--- config.mk ---
export PLATFORM = sky130hd
export DESIGN_NAME = id_ex_stage
export DESIGN_NICKNAME = d
export VERILOG_FILES = /design/src/rtl/mips_pkg.sv /design/src/rtl/id_ex_stage_forward_unit.sv /design/src/rtl/id_ex_stage.sv
export SDC_FILE = /design/constraint.sdc
export NUM_CORES = 1
export LEC_CHECK = 0
export ABC_AREA = 1
export BUFFER_PORTS_ARGS = -buffer_cell sky130_fd_sc_hd__buf_4
export CAP_MARGIN = 10
export CORE_UTILIZATION = 46
export CTS_CLUSTER_SIZE = 24
export DETAILED_ROUTE_END_ITERATION = 8
export PLACE_DENSITY = 0.74
export SLEW_MARGIN = 5
export SYNTH_ARGS = -nofsm -noshare
export SYNTH_HDL_FRONTEND = slang
export SYNTH_SLANG_ARGS = --single-unit
--- constraint.sdc ---
create_clock -name clk -period 1.9 [get_ports clk]
set_input_delay 0.285 -clock clk [delete_from_list [all_inputs] [get_ports clk]]
set_output_delay 0.285 -clock clk [all_outputs]
set_load 0.01 [all_outputs]
--- src/rtl/mips_pkg.sv ---
// mips_pkg: shared ALU op codes, forwarding select and register constants for the MIPS core.
package mips_pkg;

    localparam logic [3:0] ALU_ADDU = 4'b0010;
    localparam logic [3:0] ALU_SUBU = 4'b0110;
    localparam logic [3:0] ALU_AND  = 4'b0000;
    localparam logic [3:0] ALU_OR   = 4'b0001;
    localparam logic [3:0] ALU_SLT  = 4'b0111;
    localparam logic [3:0] ALU_XOR  = 4'b1001;
    localparam logic [3:0] ALU_SLL  = 4'b1010;
    localparam logic [3:0] ALU_SRA  = 4'b1011;
    localparam logic [3:0] ALU_NOR  = 4'b1100;
    localparam logic [3:0] ALU_SLTU = 4'b1110;
    localparam logic [3:0] ALU_SRL  = 4'b0011;

    localparam logic [4:0] REG_ZERO = 5'd0;

    typedef enum logic [1:0] {
        FWD_NONE  = 2'd0,
        FWD_EXMEM = 2'd1,
        FWD_MEMWB = 2'd2
    } fwd_sel_e;

endpackage

--- src/rtl/id_ex_stage_forward_unit.sv ---
// forward_unit: picks the youngest in-flight writer of one source register (never r0).
module forward_unit
    import mips_pkg::*;
#(
    parameter int DATA_W = 32,
    parameter int REG_AW = 5
) (
    input  logic [REG_AW-1:0] idx_i,
    input  logic              exmem_reg_write_i,
    input  logic [REG_AW-1:0] exmem_rd_i,
    input  logic [DATA_W-1:0] exmem_result_i,
    input  logic              memwb_reg_write_i,
    input  logic [REG_AW-1:0] memwb_rd_i,
    input  logic [DATA_W-1:0] memwb_result_i,
    output fwd_sel_e          sel_o,
    output logic [DATA_W-1:0] data_o
);

    logic exmem_hit, memwb_hit;

    assign exmem_hit = exmem_reg_write_i && exmem_rd_i != REG_AW'(REG_ZERO) && exmem_rd_i == idx_i;
    assign memwb_hit = memwb_reg_write_i && memwb_rd_i != REG_AW'(REG_ZERO) && memwb_rd_i == idx_i;
    assign sel_o     = exmem_hit ? FWD_EXMEM : memwb_hit ? FWD_MEMWB : FWD_NONE;
    assign data_o    = exmem_hit ? exmem_result_i : memwb_result_i;

endmodule

--- src/rtl/id_ex_stage.sv ---
// id_ex_stage: ID/EX pipeline register with forwarding, operand select and load-use detection.
module id_ex_stage
    import mips_pkg::*;
#(
    parameter int DATA_W = 32,
    parameter int REG_AW = 5,
    parameter int CTRL_W = 4
) (
    input  logic              clk,
    input  logic              rst_n,
    input  logic              stall_i,
    input  logic              flush_i,
    input  logic              id_valid_i,
    input  logic [DATA_W-1:0] id_rs_data_i,
    input  logic [DATA_W-1:0] id_rt_data_i,
    input  logic [DATA_W-1:0] id_imm_i,
    input  logic [4:0]        id_shamt_i,
    input  logic [REG_AW-1:0] id_rs_i,
    input  logic [REG_AW-1:0] id_rt_i,
    input  logic [REG_AW-1:0] id_rd_i,
    input  logic [CTRL_W-1:0] id_alu_ctrl_i,
    input  logic              id_src_imm_i,
    input  logic              id_src_shamt_i,
    input  logic              id_reg_write_i,
    input  logic              id_mem_read_i,
    input  logic              id_mem_write_i,
    input  logic              id_mem_to_reg_i,
    input  logic              exmem_reg_write_i,
    input  logic [REG_AW-1:0] exmem_rd_i,
    input  logic [DATA_W-1:0] exmem_result_i,
    input  logic              memwb_reg_write_i,
    input  logic [REG_AW-1:0] memwb_rd_i,
    input  logic [DATA_W-1:0] memwb_result_i,
    output logic              hazard_o,
    output logic [DATA_W-1:0] alu_in1_o,
    output logic [DATA_W-1:0] alu_in2_o,
    output logic [CTRL_W-1:0] alu_ctrl_o,
    output logic [DATA_W-1:0] store_data_o,
    output logic [REG_AW-1:0] ex_rd_o,
    output logic              ex_valid_o,
    output logic              reg_write_o,
    output logic              mem_read_o,
    output logic              mem_write_o,
    output logic              mem_to_reg_o
);

    logic              valid_q, valid_d, reg_write_q, reg_write_d, mem_read_q, mem_read_d;
    logic              mem_write_q, mem_write_d, mem_to_reg_q, mem_to_reg_d;
    logic              src_imm_q, src_imm_d, src_shamt_q, src_shamt_d;
    logic [CTRL_W-1:0] alu_ctrl_q, alu_ctrl_d;
    logic [DATA_W-1:0] rs_data_q, rs_data_d, rt_data_q, rt_data_d, imm_q, imm_d;
    logic [4:0]        shamt_q, shamt_d;
    logic [REG_AW-1:0] rs_q, rs_d, rt_q, rt_d, rd_q, rd_d;
    logic              bubble;
    fwd_sel_e          rs_sel, rt_sel;
    logic [DATA_W-1:0] rs_src, rt_src, fwd_rs, fwd_rt;

    assign hazard_o = valid_q && mem_read_q && rd_q != REG_AW'(REG_ZERO) && id_valid_i &&
                      (rd_q == id_rs_i || rd_q == id_rt_i);
    assign bubble   = flush_i || (!stall_i && hazard_o);

    always_comb begin
        valid_d      = bubble ? 1'b0 : stall_i ? valid_q      : id_valid_i;
        reg_write_d  = bubble ? 1'b0 : stall_i ? reg_write_q  : id_reg_write_i;
        mem_read_d   = bubble ? 1'b0 : stall_i ? mem_read_q   : id_mem_read_i;
        mem_write_d  = bubble ? 1'b0 : stall_i ? mem_write_q  : id_mem_write_i;
        mem_to_reg_d = bubble ? 1'b0 : stall_i ? mem_to_reg_q : id_mem_to_reg_i;
        src_imm_d    = bubble ? 1'b0 : stall_i ? src_imm_q    : id_src_imm_i;
        src_shamt_d  = bubble ? 1'b0 : stall_i ? src_shamt_q  : id_src_shamt_i;
        alu_ctrl_d   = bubble ? '0   : stall_i ? alu_ctrl_q   : id_alu_ctrl_i;
        rs_data_d    = bubble ? '0   : stall_i ? rs_data_q    : id_rs_data_i;
        rt_data_d    = bubble ? '0   : stall_i ? rt_data_q    : id_rt_data_i;
        imm_d        = bubble ? '0   : stall_i ? imm_q        : id_imm_i;
        shamt_d      = bubble ? '0   : stall_i ? shamt_q      : id_shamt_i;
        rs_d         = bubble ? '0   : stall_i ? rs_q         : id_rs_i;
        rt_d         = bubble ? '0   : stall_i ? rt_q         : id_rt_i;
        rd_d         = bubble ? '0   : stall_i ? rd_q         : id_rd_i;
    end

    always_ff @(posedge clk or negedge rst_n) begin
        if (!rst_n) begin
            valid_q      <= 1'b0;
            reg_write_q  <= 1'b0;
            mem_read_q   <= 1'b0;
            mem_write_q  <= 1'b0;
            mem_to_reg_q <= 1'b0;
            src_imm_q    <= 1'b0;
            src_shamt_q  <= 1'b0;
            alu_ctrl_q   <= '0;
            rs_data_q    <= '0;
            rt_data_q    <= '0;
            imm_q        <= '0;
            shamt_q      <= '0;
            rs_q         <= '0;
            rt_q         <= '0;
            rd_q         <= '0;
        end else begin
            valid_q      <= valid_d;
            reg_write_q  <= reg_write_d;
            mem_read_q   <= mem_read_d;
            mem_write_q  <= mem_write_d;
            mem_to_reg_q <= mem_to_reg_d;
            src_imm_q    <= src_imm_d;
            src_shamt_q  <= src_shamt_d;
            alu_ctrl_q   <= alu_ctrl_d;
            rs_data_q    <= rs_data_d;
            rt_data_q    <= rt_data_d;
            imm_q        <= imm_d;
            shamt_q      <= shamt_d;
            rs_q         <= rs_d;
            rt_q         <= rt_d;
            rd_q         <= rd_d;
        end
    end

    forward_unit #(.DATA_W(DATA_W), .REG_AW(REG_AW)) u_fwd_rs (
        .idx_i(rs_q), .exmem_reg_write_i(exmem_reg_write_i), .exmem_rd_i(exmem_rd_i),
        .exmem_result_i(exmem_result_i), .memwb_reg_write_i(memwb_reg_write_i),
        .memwb_rd_i(memwb_rd_i), .memwb_result_i(memwb_result_i), .sel_o(rs_sel), .data_o(rs_src)
    );

    forward_unit #(.DATA_W(DATA_W), .REG_AW(REG_AW)) u_fwd_rt (
        .idx_i(rt_q), .exmem_reg_write_i(exmem_reg_write_i), .exmem_rd_i(exmem_rd_i),
        .exmem_result_i(exmem_result_i), .memwb_reg_write_i(memwb_reg_write_i),
        .memwb_rd_i(memwb_rd_i), .memwb_result_i(memwb_result_i), .sel_o(rt_sel), .data_o(rt_src)
    );

    assign fwd_rs = (rs_sel != FWD_NONE) ? rs_src : rs_data_q;
    assign fwd_rt = (rt_sel != FWD_NONE) ? rt_src : rt_data_q;

    // Shifts put the shifted value (rt) on in1 because the ALU shifts in1 by in2.
    assign alu_in1_o    = src_shamt_q ? fwd_rt : fwd_rs;
    assign alu_in2_o    = src_shamt_q ? DATA_W'(shamt_q) : src_imm_q ? imm_q : fwd_rt;
    assign alu_ctrl_o   = alu_ctrl_q;
    assign store_data_o = fwd_rt;
    assign ex_rd_o      = rd_q;
    assign ex_valid_o   = valid_q;
    assign reg_write_o  = reg_write_q && valid_q;
    assign mem_read_o   = mem_read_q && valid_q;
    assign mem_write_o  = mem_write_q && valid_q;
    assign mem_to_reg_o = mem_to_reg_q && valid_q;

endmodule

After elaboration in Yosys (flattened, before gate mapping)
Index checks and enable logic that the tools add are counted.
{ "op_classes": {"eq_ne": 7, "muxes": 41, "reduce_logical": 22} }
{ "op_table": {"columns": ["operator", "n"], "rows": [
  ["$mux W32", 13],
  ["$mux W5", 8],
  ["$eq A5 B5 Y1", 6],
  ["$reduce_bool A5 Y1", 3],
  ["$logic_and A1 B1 Y1", 14],
  ["$mux W1", 14],
  ["$mux W2", 4],
  ["$mux W4", 2],
  ["$reduce_bool A2 Y1", 2],
  ["$logic_or A1 B1 Y1", 2],
  ["$ne A2 B1 Y1 const B", 1],
  ["$logic_not A1 Y1", 1]
]} }
{ "word_totals": {"output_inout_bits": 111, "regBits": 127} }

Longest topological paths before layout
{ "depth": {"depth_word": 9, "mapped_depth": 13, "ltp_nobuf": 12} }

By module
A second synthesis with hierarchy kept.
{ "hier_totals": {"hier_cells": 1571, "hier_area_um2": 9693.0} }
{ "modules_own_cells": {"columns": ["module", "area_per_inst_um2", "seq_area_each_um2", "cells_per_inst", "instances"], "rows": [
  ["id_ex_stage", 7948.9, 3178.0, 1231, 1],
  ["forward_unit", 872.1, 0.0, 170, 2]
]} }

Worst setup path before layout
No wires, ideal clock.
{ "synth_timing": {"kind": "register to output", "startpoint": "register rt_q[0]", "endpoint": "output port alu_in1_o[20]", "t_arrival_ps": 1581, "stages_incl_launch_ff": 12, "required_time_ps": 1615, "path_slack_ps": 34, "cell_sequence": "dfrtp_1 xnor2_1 nand2_1 nor2_4 nand3_2 buf_4 buf_6 nand2_1 nand3_1 nand2_1 nand2_1 nand2_1"} }
{ "synth_via": {"elab_chain_len": 7, "word_cells_on_any_way": 10} }
{ "synth_rtl": {"columns": ["element", "line", "text"], "rows": [
  ["from (decl)", "id_ex_stage.sv:53", "logic [REG_AW-1:0] rs_q, rs_d, rt_q, rt_d, rd_q, rd_d;"],
  ["from (signal assigned)", "id_ex_stage.sv:111", "rt_q <= rt_d;"],
  ["$eq A5 B5 Y1", "id_ex_stage_forward_unit.sv:22", "assign memwb_hit = memwb_reg_write_i && memwb_rd_i != REG_AW'(REG_ZERO) && memwb_rd_i == idx_i;"],
  ["$logic_and A1 B1 Y1", "id_ex_stage_forward_unit.sv:22", null],
  ["$mux W2 (2 in a row)", "id_ex_stage_forward_unit.sv:23", "assign sel_o = exmem_hit ? FWD_EXMEM : memwb_hit ? FWD_MEMWB : FWD_NONE;"],
  ["$reduce_bool A2 Y1", "id_ex_stage.sv:129", "assign fwd_rt = (rt_sel != FWD_NONE) ? rt_src : rt_data_q;"],
  ["$mux W32 (*)", "id_ex_stage.sv:129", null],
  ["net store_data_o[20]", "id_ex_stage.sv:38", "output logic [DATA_W-1:0] store_data_o,"],
  ["$mux W32 (*)", "id_ex_stage.sv:132", "assign alu_in1_o = src_shamt_q ? fwd_rt : fwd_rs;"],
  ["to (decl)", "id_ex_stage.sv:35", "output logic [DATA_W-1:0] alu_in1_o,"]
]} }
Mark *: on every way through the listed nets, which the timed path passes. The rest lies on a longest branch.

Worst setup path after layout
{ "layout_timing": {"startpoint": "register rt_q[1]", "endpoint": "output port alu_in1_o[28]"} }
{ "layout_via": {"elab_chain_len": 7, "word_cells_on_any_way": 10} }
{ "layout_rtl": {"columns": ["element", "line"], "rows": [
  ["$eq A5 B5 Y1", "id_ex_stage_forward_unit.sv:22"],
  ["$logic_and A1 B1 Y1", "id_ex_stage_forward_unit.sv:22"],
  ["$mux W2 (2 in a row)", "id_ex_stage_forward_unit.sv:23"],
  ["$reduce_bool A2 Y1", "id_ex_stage.sv:129"],
  ["$mux W32 (*)", "id_ex_stage.sv:129"],
  ["$mux W32 (*)", "id_ex_stage.sv:132"]
]} }
Every way passes the cells marked *; elsewhere a longest branch is shown, timed or not.

==> flow_metrics.env <==
export IMPL_status="finished with violations"
export IMPL_failed_checks="negative setup slack"
export IMPL_reg2reg_from="ex_rd_o[0]$_DFFE_PN0P_"
export IMPL_avgSynthCellArea_um2=5.87
export IMPL_grt_pass1_vias=10777
export IMPL_hold_viol_final=0
export IMPL_p_comb_share_pct=28.9
export IMPL_cap_violations=0
export IMPL_endpoint_kind="output port"
export IMPL_die_h_um=145
export IMPL_areaGrowthSynthToFinish_pct=50.5
export IMPL_pre_cts_ws_ns=-0.330
export IMPL_clock_latency_ns=0.42
export IMPL_synth_edf_count=0
export IMPL_clkSlewWorstSetupHoldPaths_ns=0.06
export IMPL_coreArea_um2=19700
export IMPL_slew_viol_final=0
export IMPL_cp_arrival_ns=2.31
export IMPL_crit_path_start_kind="flop"
export IMPL_synth_area_leaders="dfrtp_1 34%, nand2_1 24%, nand3_1 14%"
export IMPL_synthCells=1601
export IMPL_synthArstFlopShare_pct=100
export IMPL_tightest_slew_ns=0.648
export IMPL_ys_seq_area_share_pct=33.8
export IMPL_fill_cells=1670
export IMPL_drc=0
export IMPL_portBuffers=317
export IMPL_fin_nets=2149
export IMPL_worst_setup_path_type="flop to output port"
export IMPL_power_mw=9.17
export IMPL_rsz0062_at_grt="true"
export IMPL_required_ns=1.62
export IMPL_synth_fp_nets=1808
export IMPL_drt_pass1_iter_count=8
export IMPL_initial_utilization_pct=47.6
export IMPL_cts_made_buffers=17
export IMPL_cp_common_cell="nand2_2"
export IMPL_cts_sinks=127
export IMPL_crit_family="simple AND/OR/NAND/NOR gates"
export IMPL_vias=11609
export IMPL_synthDistinctLibCells=24
export IMPL_fp_row_count=51
export IMPL_dpl_hpwl_um=25900
export IMPL_min_path_type="input pin to flop"
export IMPL_synth_main_ff_cell="dfrtp_1"
export IMPL_grt_use_total_pct=34.9
export IMPL_wl_um=36600
export IMPL_die_area_um2=21000
export IMPL_relSlewSlack_pct=56.7
export IMPL_path_max_fanout=9
export IMPL_worstPathCellList="inv_2, nand2_2, nand2_2, nand2_2, nor2_4, nand3_4, buf_6, clkbuf_16, nand2_1, nand3_2, nand2_2, nand2_1, nand2_1, buf_4"
export IMPL_fin_skew_ns=0.0106
export IMPL_fmax_ghz=0.385
export IMPL_drive_gt1_share_pct=31.7
export IMPL_slowest_delay_ns=0.44
export IMPL_drtIter0Drc=1070
export IMPL_crit_start="rt_q[1]$_DFFE_PN0P_"
export IMPL_drt_antenna_violating_nets=0
export IMPL_wire_per_inst_um=16.5
export IMPL_synth_largest_area_cell="dfrtp_1"
export IMPL_finalCritPeriodShare_pct=137
export IMPL_p_sw_mw=2.85
export IMPL_clockPowerShare_pct=38.4
export IMPL_final_setup_viol_count=97
export IMPL_ioPinCount=318
export IMPL_ys_warn_count=0
export IMPL_globalplace_congestion=0.893
export IMPL_grt_pass1_wl_um=55700
export IMPL_hold_start="id_shamt_i[4]"
export IMPL_die_w_um=145
export IMPL_power_static_leakage_nw=8.56
export IMPL_grt_overflow_total=0
export IMPL_syn_area_um2=9390
export IMPL_htreeDepth=4
export IMPL_synth_top_area_share_pct=33.8
export IMPL_crit_slowest_cell="dfrtp_2"
export IMPL_p_sw_share_pct=31.1
export IMPL_cts_tree="yes"
export IMPL_p_int_mw=6.32
export IMPL_clockBufferDepth=2
export IMPL_fin_crit_ns=2.60
export IMPL_seqPwrFrac_pct=32.8
export IMPL_antenna_found_initial=2
export IMPL_cp_num_buf_inv=4
export IMPL_vdd_drop_max_v=0.000649
export IMPL_synth_seq_cells=127
export IMPL_cts_root_buf="clkbuf_16"
export IMPL_grt_start_max_net_pins=65
export IMPL_viasPerCell=5.23
export IMPL_p_per_area_nw_per_um2=649
export IMPL_final_util_pct=71.7
export IMPL_setup_slack_ns=-0.697
[per-layer routing]
layer	up-vias	track usage, %	part of all wire [%]
met5	-	0	0
met4	0	20.2	4.8
met3	117	5.53	8.5
met2	653	58.6	49
met1	5309	42.3	38
li1	5530	-	-
[timing repair]
item                       4_1_cts  5_1_grt
pin swaps                       10       37
resized for setup               53      145
buffers inserted                 2       13
hold buffers                     1        0
hold endpoints to repair        37        0
gates cloned                     0        1
setup endpoints to repair       97       97
[power groups by stage]
stage	sequential, mW	clock, mW	combinational [mW]
final	3.01	3.52	2.65
after global routing	3.02	3.66	2.88
after CTS	3.00	3.53	2.47
after detailed placement	3.04	0	2.41
after global placement	3.04	0	2.39
after floorplan	3.02	0	1.13
[registers in the layout (all words and copies together) (netlist names)]
register	flops
mem_write_q	1
rt_q	5
src_shamt_q	1
shamt_q	5
imm_q	32
rs_q	5
ex_valid_o	1
reg_write_q	1
mem_read_q	1
alu_ctrl_o	4
rs_data_q	32
ex_rd_o	5
src_imm_q	1
mem_to_reg_q	1
rt_data_q	32
[synth_stat cells (2+ instances only)]
| master | instances |
|---|---|
| nand4_1 | 32 |
| nor2_2 | 2 |
| a21oi_1 | 3 |
| dfrtp_1 | 127 |
| inv_2 | 5 |
| xnor2_1 | 12 |
| nand3_1 | 263 |
| buf_6 | 6 |
| nor2_1 | 203 |
| clkbuf_1 | 56 |
| nand2_2 | 3 |
| xor2_1 | 13 |
| nand3b_1 | 5 |
| buf_2 | 19 |
| inv_1 | 227 |
| nand2_1 | 596 |
| buf_4 | 5 |
| buf_1 | 18 |
[cells in the final DEF, fill, tap and decap left out, types with 11 or more instances in the layout]
master,count
nand3_2,45
inv_1,220
xnor2_1,11
nand3_1,210
dfrtp_1,121
buf_12,23
nor2_1,200
xor2_1,12
buf_4,377
nand4_1,32
clkbuf_16,18
buf_6,24
nand2_2,70
nand2_1,519
[tightest hold or removal path, stage by stage]
cell and delay (ns):
buf_4 0.10, inv_1 0.04, nor2_1 0.03, nand3_1 0.06
nand2_1 0.04
[worst paths after layout]
kind / slack (ns) / endpoint / cells past startpoint
worst max register to register: 0.07 / rt_data_q[6]$_DFFE_PN0P_ / 8
worst min register to register: 0.48 / rt_data_q[30]$_DFFE_PN0P_ / 2
min in group asynchronous: 0.37 / rs_data_q[16]$_DFFE_PN0P_ / 2
max in group asynchronous: 0.93 / imm_q[19]$_DFFE_PN0P_ / 3
worst max-delay path: -0.70 / alu_in1_o[28] / 14
worst min-delay path: 0.18 / shamt_q[4]$_DFFE_PN0P_ / 5
[metrics by stage]
step	hold WS (ns)	instance area [um2]	cells	setup TNS [ns]
floorplan	-0.0106	9390	1601	0
global placement	0.246	12600	2171	-16.23
detailed placement	0.242	12600	2171	-19.09
CTS	0.177	13500	2205	-55.68
global route	0.200	14100	2221	-70.11
finish	0.179	14100	2221	-58.09
[cell families after synthesis]
| logic type | Yosys count | share of synthesized area [%] |
|---|---|---|
| simple gates | 1108 | 49.2 |
| compound gates | 5 | 0.293 |
| flops | 127 | 33.8 |
| xor+xnor | 25 | 2.33 |
| buf+inv | 336 | 14.4 |
[cell type report]
class / instances / area (um2) / share of cell area, %
multi-input combinational: 1138 / 5510 / 39.0
timing repair buffer: 426 / 3600 / 25.4
sequential: 127 / 3190 / 22.5
inverter: 232 / 876 / 6.20
clock buffer: 19 / 443 / 3.13
tap: 265 / 332 / 2.35
clock inverter: 12 / 185 / 1.31
antenna: 2 / 5.00 / 0.0354
Note: power is estimated with default switching activity, not from simulation.
